`src/rtl/sb_deser_frame_ctrl.sv`:
```
// Sideband receive framing controller for the bus deserializer.
// It hunts the raw serial stream for the sync word and enables the
// deserializer on the bit that follows it. It then counts bit positions
// in lockstep with the deserializer, parses the length header, and forwards
// payload words through a single-register valid/ready output stage.
//
//   state   | meaning
//   --------+--------------------------------------------------------------
//   IDLE    | receive disabled, everything parked
//   HUNT    | shifting serial_in through the shadow register, seeking sync
//   LEN     | deserializer running, waiting for the length word
//   PAYLOAD | deserializer running, forwarding len payload words
module sb_deser_frame_ctrl #(
    parameter int                    DATA_WIDTH = 8,
    parameter logic [DATA_WIDTH-1:0] SYNC_WORD  = 8'hA5,
    parameter int                    MAX_LEN    = 16
) (
    input  logic                  clk,
    input  logic                  rst,
    input  logic                  ctrl_en,
    input  logic                  serial_in,
    output logic                  deser_enable,
    input  logic [DATA_WIDTH-1:0] deser_data,
    output logic [DATA_WIDTH-1:0] out_data,
    output logic                  out_valid,
    output logic                  out_last,
    input  logic                  out_ready,
    output logic                  frame_done,
    output logic                  err_len,
    output logic                  err_ovf,
    output logic                  busy
);

    localparam int CNT_W = (DATA_WIDTH > 1) ? $clog2(DATA_WIDTH) : 1;
    localparam logic [CNT_W-1:0]      CNT_LAST  = CNT_W'(DATA_WIDTH - 1);
    localparam logic [CNT_W-1:0]      CNT_ONE   = CNT_W'(1);
    localparam logic [DATA_WIDTH-1:0] MAX_LEN_W = DATA_WIDTH'(MAX_LEN);
    localparam logic [DATA_WIDTH-1:0] ONE_W     = DATA_WIDTH'(1);

    typedef enum logic [1:0] {IDLE, HUNT, LEN, PAYLOAD} state_t;

    state_t                state;
    state_t                state_nxt;
    logic [DATA_WIDTH-1:0] sh;
    logic [CNT_W-1:0]      bit_cnt;
    logic                  word_strobe;
    logic [DATA_WIDTH-1:0] len;
    logic [DATA_WIDTH-1:0] word_cnt;

    logic sync_hit;
    logic len_bad;
    logic last_word;
    logic load_word;

    assign sync_hit  = ({sh[DATA_WIDTH-2:0], serial_in} == SYNC_WORD);
    assign len_bad   = (deser_data == '0) || (deser_data > MAX_LEN_W);
    assign last_word = (word_cnt == (len - ONE_W));
    assign load_word = ctrl_en && (state == PAYLOAD) && word_strobe;

    // The deserializer runs exactly while a frame is being received, so
    // leaving LEN/PAYLOAD (or an async reset) stops it on the same edge and
    // it is cleared on the following one.
    assign busy         = (state == LEN) || (state == PAYLOAD);
    assign deser_enable = busy;

    // State register.
    always_ff @(posedge clk or posedge rst) begin
        if (rst) state <= IDLE;
        else     state <= state_nxt;
    end

    // Next-state decode.
    always_comb begin
        state_nxt = state;
        if (!ctrl_en) begin
            state_nxt = IDLE;
        end else begin
            case (state)
                IDLE:    state_nxt = HUNT;
                HUNT:    if (sync_hit) state_nxt = LEN;
                LEN:     if (word_strobe) state_nxt = len_bad ? HUNT : PAYLOAD;
                PAYLOAD: if (word_strobe && last_word) state_nxt = HUNT;
                default: state_nxt = IDLE;
            endcase
        end
    end

    // Shadow shifter, bit/word counters, header capture and output stage.
    always_ff @(posedge clk or posedge rst) begin
        if (rst) begin
            sh          <= '0;
            bit_cnt     <= '0;
            word_strobe <= 1'b0;
            len         <= '0;
            word_cnt    <= '0;
            out_data    <= '0;
            out_valid   <= 1'b0;
            out_last    <= 1'b0;
            frame_done  <= 1'b0;
            err_len     <= 1'b0;
            err_ovf     <= 1'b0;
        end else begin
            frame_done <= 1'b0;
            err_len    <= 1'b0;
            if (!ctrl_en) begin
                sh          <= '0;
                bit_cnt     <= '0;
                word_strobe <= 1'b0;
                word_cnt    <= '0;
                out_valid   <= 1'b0;
                out_last    <= 1'b0;
                err_ovf     <= 1'b0;
            end else begin
                case (state)
                    HUNT: begin
                        sh          <= {sh[DATA_WIDTH-2:0], serial_in};
                        bit_cnt     <= '0;
                        word_strobe <= 1'b0;
                    end
                    LEN, PAYLOAD: begin
                        // sh is held clear so the next hunt starts fresh and a
                        // sync pattern inside the payload is never seen.
                        sh          <= '0;
                        bit_cnt     <= (bit_cnt == CNT_LAST) ? '0 : bit_cnt + CNT_ONE;
                        word_strobe <= (bit_cnt == CNT_LAST);
                    end
                    default: begin
                        sh          <= '0;
                        bit_cnt     <= '0;
                        word_strobe <= 1'b0;
                    end
                endcase

                if ((state == LEN) && word_strobe) begin
                    len <= deser_data;
                    if (len_bad) err_len  <= 1'b1;
                    else         word_cnt <= '0;
                end

                // Single output register: the serial stream cannot stall, so a
                // word arriving while the previous one is still held replaces it.
                if (load_word) begin
                    out_data  <= deser_data;
                    out_valid <= 1'b1;
                    out_last  <= last_word;
                    word_cnt  <= word_cnt + ONE_W;
                    if (last_word) frame_done <= 1'b1;
                    if (out_valid && !out_ready) err_ovf <= 1'b1;
                end else if (out_valid && out_ready) begin
                    out_valid <= 1'b0;
                    out_last  <= 1'b0;
                end
            end
        end
    end

endmodule

```
`config.mk`:
```
export PLATFORM = sky130hd
export DESIGN_NAME = sb_deser_frame_ctrl
export DESIGN_NICKNAME = d
export VERILOG_FILES = /design/src/rtl/sb_deser_frame_ctrl.sv
export SDC_FILE = /design/constraint.sdc
export NUM_CORES = 1
export LEC_CHECK = 0
export CAP_MARGIN = 25
export CORE_UTILIZATION = 54
export DETAILED_ROUTE_END_ITERATION = 10
export GPL_TIMING_DRIVEN = 0
export PLACE_DENSITY = 0.79
export SLEW_MARGIN = 5
export SYNTH_ARGS = -nofsm -noshare
export SYNTH_HDL_FRONTEND = slang
export SYNTH_SLANG_ARGS = --single-unit
```
`constraint.sdc`:
```
create_clock -name clk -period 2.6 [get_ports clk]
set_clock_uncertainty 0.15 [all_clocks]
set_input_delay 0.65 -clock clk [delete_from_list [all_inputs] [get_ports clk]]
set_output_delay 0.65 -clock clk [all_outputs]
set_load 0.02 [all_outputs]
```
==> results.toml, run 1 <==
[synthesis]
synth_seq_cells = 42
synthFlopType = "dfrtp_1"
synthSimpleGateAreaFrac_pct = 21.6
synth_mux_area_share_pct = 5.60
postSynth.asyncResetShare_pct = 100
postSynthCellCount = 199
synth_top_family_by_area = "simple AND/OR/NAND/NOR gates"
synth_warnings = 0
synthDistinctLibCells = 42
yosys.area.top_type_share_pct = 51.1
synth.net_count = 219
ys_seq_area_share_pct = 51.1
post-synth-top-area-cell = "dfrtp_1"
synth_area_leaders = "dfrtp_1 51%, nand2_1 6.0%, mux2_2 4.4%"
synth_edf_count = 0
synth-adder-area-share_pct = 4.26
synth_compound_area_share_pct = 10.3
synth_area_mm2 = 0.00206
syn_avg_cell_area_um2 = 10.3
synth_xor_area_share_pct = 4.26

[worst_setup_path]
start_kind = "flop"
cp_num_cells = 4
path_buf_inv = 2
rrSetupSlack_ps = 260
cp_slowest_cell = "dfrtp_1"
r2r-start = "len[0]"
cp_max_fo = 6
crit_chain = "ha_2 -> or2_4 -> buf_4 -> dlygate4sd2_1"
critical_path_class = "reg2out"
r2r_cells = 6
worstSetupStartpoint = "state[1]"
required_ps = 1800
cp_slowest_stage_delay_ps = 430
endpoint_kind = "primary output"
path_delay_family = "buffers and inverters"
arrival_ps = 1690

[power_and_ir_drop]
swShare_pct = 25.4
clkPwrFrac_pct = 36.7
p_total_mw = 1.41
ir_worst_vdd_v = 0.000474
p_per_area_mw_per_mm2 = 564
p_int_mw = 1.05
power_frac_comb_pct = 14.6
switchingPower_mw = 0.358
p_leak_nw = 1.22
p_seq_share_pct = 48.7

[cts]
htree_num_levels = 2
root_buffer = "clkbuf_8"
cts_sinks = 42
post-cts-setup-buffer-count = 0
cts_tree = "built"
cts_inserted_buffers = 5
clk_path_buf_depth = 2
clock_latency_ps = 300
path_clk_slew_ps = 80

[cells_and_area]
n_antenna_cell = 0
drive_gt1_share_pct = 11.5
finalNetCount = 253
area_growth_pct = 21.8
final_cell_area_mm2 = 0.00250
post-route-util_pct = 68.4

[global_routing]
grt_pass1_wl_um = 7110
grt_pass1_vias = 1557
grt_max_degree = 43
antenna_found_initial = 0
track_usage_pct = 23.3
overflow = 0

[timing]
grt_setup_unrepaired = "false"
max_slew_margin_pct = 43.0
period_needed_ps = 2490
finalCritPeriodShare_pct = 95.9
drv_slew = 0
setup_viol = 0
tightest_slew_ps = 854
fmax_mhz = 401
hold_viol_final = 0
setup_slack_ps = 106

[status]
status = "complete, no violations"

[floorplanning]
io_pins = 28
die_w_um = 63.7
die_h_um = 63.7
row_count = 22
die_area_mm2 = 0.00406
core_mm2 = 0.00366
start_util_pct = 56.2

[placement]
portBuffers = 27
placed_cell_area_mm2 = 0.00239
dp_slack_ps = -129
finalWeightedCongestion = 0.800
post-dp-hpwl_um = 2850

[min_path]
hold_class = "reg2reg"
hold_start = "bit_cnt[0]"
whs_path_depth = 1

[route]
vias = 1531
drtIter0Drc = 108
wire_per_inst_um = 14.3
dr.pass1.iters = 4
drc = 0
avgViaCountPerCell = 5.43
ant_nets = 0
postRouteWirelength_um = 4050

[run]
maxCapViolations = 0
per-stage QoR:
stage          hold slack (ps)  TNS [ps]  instances
6_report                   293         0        282
3_5_place_dp               280      -445        274
4_1_cts                    297         0        282
2_1_floorplan              264         0        199
3_3_place_gp               288      -900        274
5_1_grt                    315         0        282
layout make-up:
class	count	area (µm²)
Multi-Input combinational cell	143	955
Clock inverter	3	43.8
Fill cell	292	1160
Buffer	7	31.3
Sequential cell	42	1050
Timing Repair Buffer	27	268
Inverter	7	26.3
Tap cell	48	60.1
Clock buffer	5	68.8
cells by family after synthesis:
logic type | Yosys count
DFF | 42
and+or+nand+nor | 87
AOI/OAI and AO/OA | 29
adders and majority gates | 7
xor gates and xnor gates | 10
muxes | 10
buffers and inverters | 14
cells in the mapped netlist (3+ instances only):
master     n
a21oi_1    4
and3_1    11
clkbuf_1   5
dfrtp_1   42
ha_1       7
inv_1      7
mux2_2     8
nand2_1   33
nand2b_1   4
nand3_1    6
nand4_1    3
nor2_1    11
nor2b_1    3
nor3b_1    3
nor4_1     4
o21ai_0    9
o31ai_1    3
xnor2_1    8
placed cells by master, fill, tap and decap left out, drive strengths merged, types with 4 or more instances in the layout:
cell,n
o21ai,10
clkbuf,10
nand2,33
nand3,6
nor4,4
nor2,11
clkdlybuf4s50,25
and3,11
xnor2,8
a21oi,4
dfrtp,42
nand2b,4
mux2,9
ha,7
inv,8
path summary, 6_finish.rpt:
path | endpoint
worst max-delay path | deser_enable
worst min register to register | bit_cnt[0]
max in group asynchronous | len[2]
min in group asynchronous | bit_cnt[2]
worst min-delay path | bit_cnt[0]
worst max register to register | state[1]
layer usage:
metal | share of wire (%) | up-vias | GRT usage, %
met2 | 47 | 28 | 36.0
met5 | 0 | - | 0
li1 | - | 763 | -
met4 | 2.0 | 0 | 9.66
met1 | 47 | 732 | 31.2
met3 | 3.8 | 8 | 5.43
flip-flops by register name, indices dropped and copies added (netlist names):
name,count
len,8
bit_cnt,3
err_ovf,1
frame_done,1
word_cnt,8
err_len,1
out_valid,1
out_last,1
state,2
word_strobe,1
out_data,8
sh,7
power groups by stage:
stage / Combinational (mW) / Sequential (mW) / Clock (mW)
2_1_floorplan: 0.137 / 0.694 / 0
3_3_place_gp: 0.204 / 0.698 / 0
3_5_place_dp: 0.207 / 0.698 / 0
4_1_cts: 0.207 / 0.686 / 0.526
5_1_grt: 0.231 / 0.689 / 0.552
6_report: 0.206 / 0.687 / 0.518
what timing repair did:
item / 4_1_cts / 5_1_grt
gates resized for setup: 4 / 1
setup endpoints to repair: 2 / 1
pin swaps: 0 / 0
hold buffers: 0 / 0
No activity file was read; power rests on OpenSTA's default activity.
==> inputs of run 2 (changes only) <==
Settings changed: CORE_UTILIZATION 54 to 49, PLACE_DENSITY 0.79 to 0.75, RECOVER_POWER from default to 25.
Clock period 2.6 ns to 2.1 ns, I/O delays scaled along.
==> results.toml, run 2 (synthesized netlist as in run 1, its figures left out) <==
[timing]
period_needed_ps = 2230
hold_viol_final = 0
drv_slew = 0
setup_viol = 4
max_slew_margin_pct = 47.6
worst_hold_slack_ps = 317
fmax_mhz = 449
setup_slack_ps = -130
finalCritPeriodShare_pct = 106
tightest_slew_ps = 786
grt_setup_unrepaired = "true"

[cells_and_area]
n_antenna_cell = 0
area_growth_pct = 25.6
mostFrequentLayoutCells = "39 x dfrtp_1, 33 x nand2_1, 20 x clkdlybuf4s50_1"
post-route-util_pct = 64.5
reg.largest.list = "len x8, out_data x8, word_cnt x8"
drive_gt1_share_pct = 19.2
finalNetCount = 260
final_common_cell = "dfrtp_1"

[worst_setup_path]
cp_max_fo = 4
path_delay_family = "simple AND/OR/NAND/NOR gates"
arrival_ps = 2270
path_buf_inv = 0
crit_chain = "or4_4 -> o21ai_2 -> and3_1 -> o2111ai_2 -> a31oi_4 -> mux2_4"
start_kind = "flop"
endpoint_kind = "flop"
cp_slowest_stage_delay_ps = 530
cp_slowest_cell = "or4_4"
critical_path_class = "reg2reg"
required_ps = 2140

[global_routing]
grt_pass1_vias = 1490
track_usage_pct = 21.2
grt_max_degree = 38
overflow = 0
grt_pass1_wl_um = 6890
antenna_found_initial = 0

[placement]
finalWeightedCongestion = 0.826
portBuffers = 27
post-dp-hpwl_um = 2820

[route]
drtIter0Drc = 130
vias = 1574
postRouteWirelength_um = 4030
dr.pass1.iters = 4
ant_nets = 0
drc = 0
wire_per_inst_um = 13.9
avgViaCountPerCell = 5.43

[cts]
clock_latency_ps = 300
cts_tree = "built"
cts_sinks = 42
root_buffer = "clkbuf_8"
path_clk_slew_ps = 80
clk_path_buf_depth = 2
htree_num_levels = 2
cts_inserted_buffers = 5

[power_and_ir_drop]
clkPwrFrac_pct = 29.6
p_leak_nw = 1.28
p_seq_share_pct = 52.4
switchingPower_mw = 0.436
p_int_mw = 1.20
swShare_pct = 26.6
ir_worst_vdd_v = 0.000535
p_per_area_mw_per_mm2 = 634
power_frac_comb_pct = 18.0

[min_path]
hold_class = "reg2reg"

[floorplanning]
io_pins = 28
die_area_mm2 = 0.00446
die_w_um = 66.8
row_count = 23
die_h_um = 66.8
core_mm2 = 0.00400
start_util_pct = 51.4

[status]
status = "complete, but fails checks"
violations = "setup timing"

[run]
maxCapViolations = 0
==> run 2: final cells by class <==
type                    instances  area, µm²
well taps                      50       62.6
flip-flops and latches         42       1050
clock buffers                   6       72.6
plain buffers                   7       35.0
repair buffers                 34        320
fillers                       314       1420
clock inverters                 1       7.51
inverters                       7       26.3
multi-input cells             143       1000
==> run 2: worst paths after layout <==
kind | start | to | slack (ps) | depth (start not counted)
max | len[0] | state[1] | -130 | 6
max in group asynchronous | rst | len[0] | 310 | 3
min in group asynchronous | rst | bit_cnt[1] | 420 | 2
min reg2reg | bit_cnt[0] | bit_cnt[0] | 320 | 1
min | bit_cnt[0] | bit_cnt[0] | 320 | 1
max reg2reg | len[0] | state[1] | -130 | 6
==> run 2: power by group through the flow <==
stage / clock (mW) / sequential (mW) / combinational [mW]
floorplan: 0 / 0.859 / 0.170
finish: 0.484 / 0.858 / 0.294
detailed placement: 0 / 0.863 / 0.264
global placement: 0 / 0.863 / 0.254
global route: 0.531 / 0.860 / 0.326
CTS: 0.499 / 0.858 / 0.296
==> run 2: per-layer routing <==
layer | track usage, % | wire [µm] | up-vias
met5 | 0 | 0 | -
met4 | 7.71 | 61 | 0
met3 | 5.14 | 124 | 6
met2 | 33.1 | 1930 | 26
met1 | 28.3 | 1910 | 763
li1 | - | - | 779
==> run 2: repair_timing <==
item                                    in CTS  in global routing
pin swaps                                    2                  6
hold buffers                                 0                  0
gates resized for setup                     17                 18
endpoints found under the setup margin      11                 31
setup buffers                                5                  1
==> run 2: metrics by stage <==
step                setup TNS (ps)  instances  cell area (µm²)  setup WS (ps)  power [mW]
floorplan                    -52.8        199             2060          -52.8        1.03
global route                  -777        290             2580           -197        1.72
detailed placement           -7880        277             2410           -479        1.13
finish                        -390        290             2580           -130        1.64
global placement            -24370        276             2390           -483        1.12
CTS                           -785        289             2560           -154        1.65
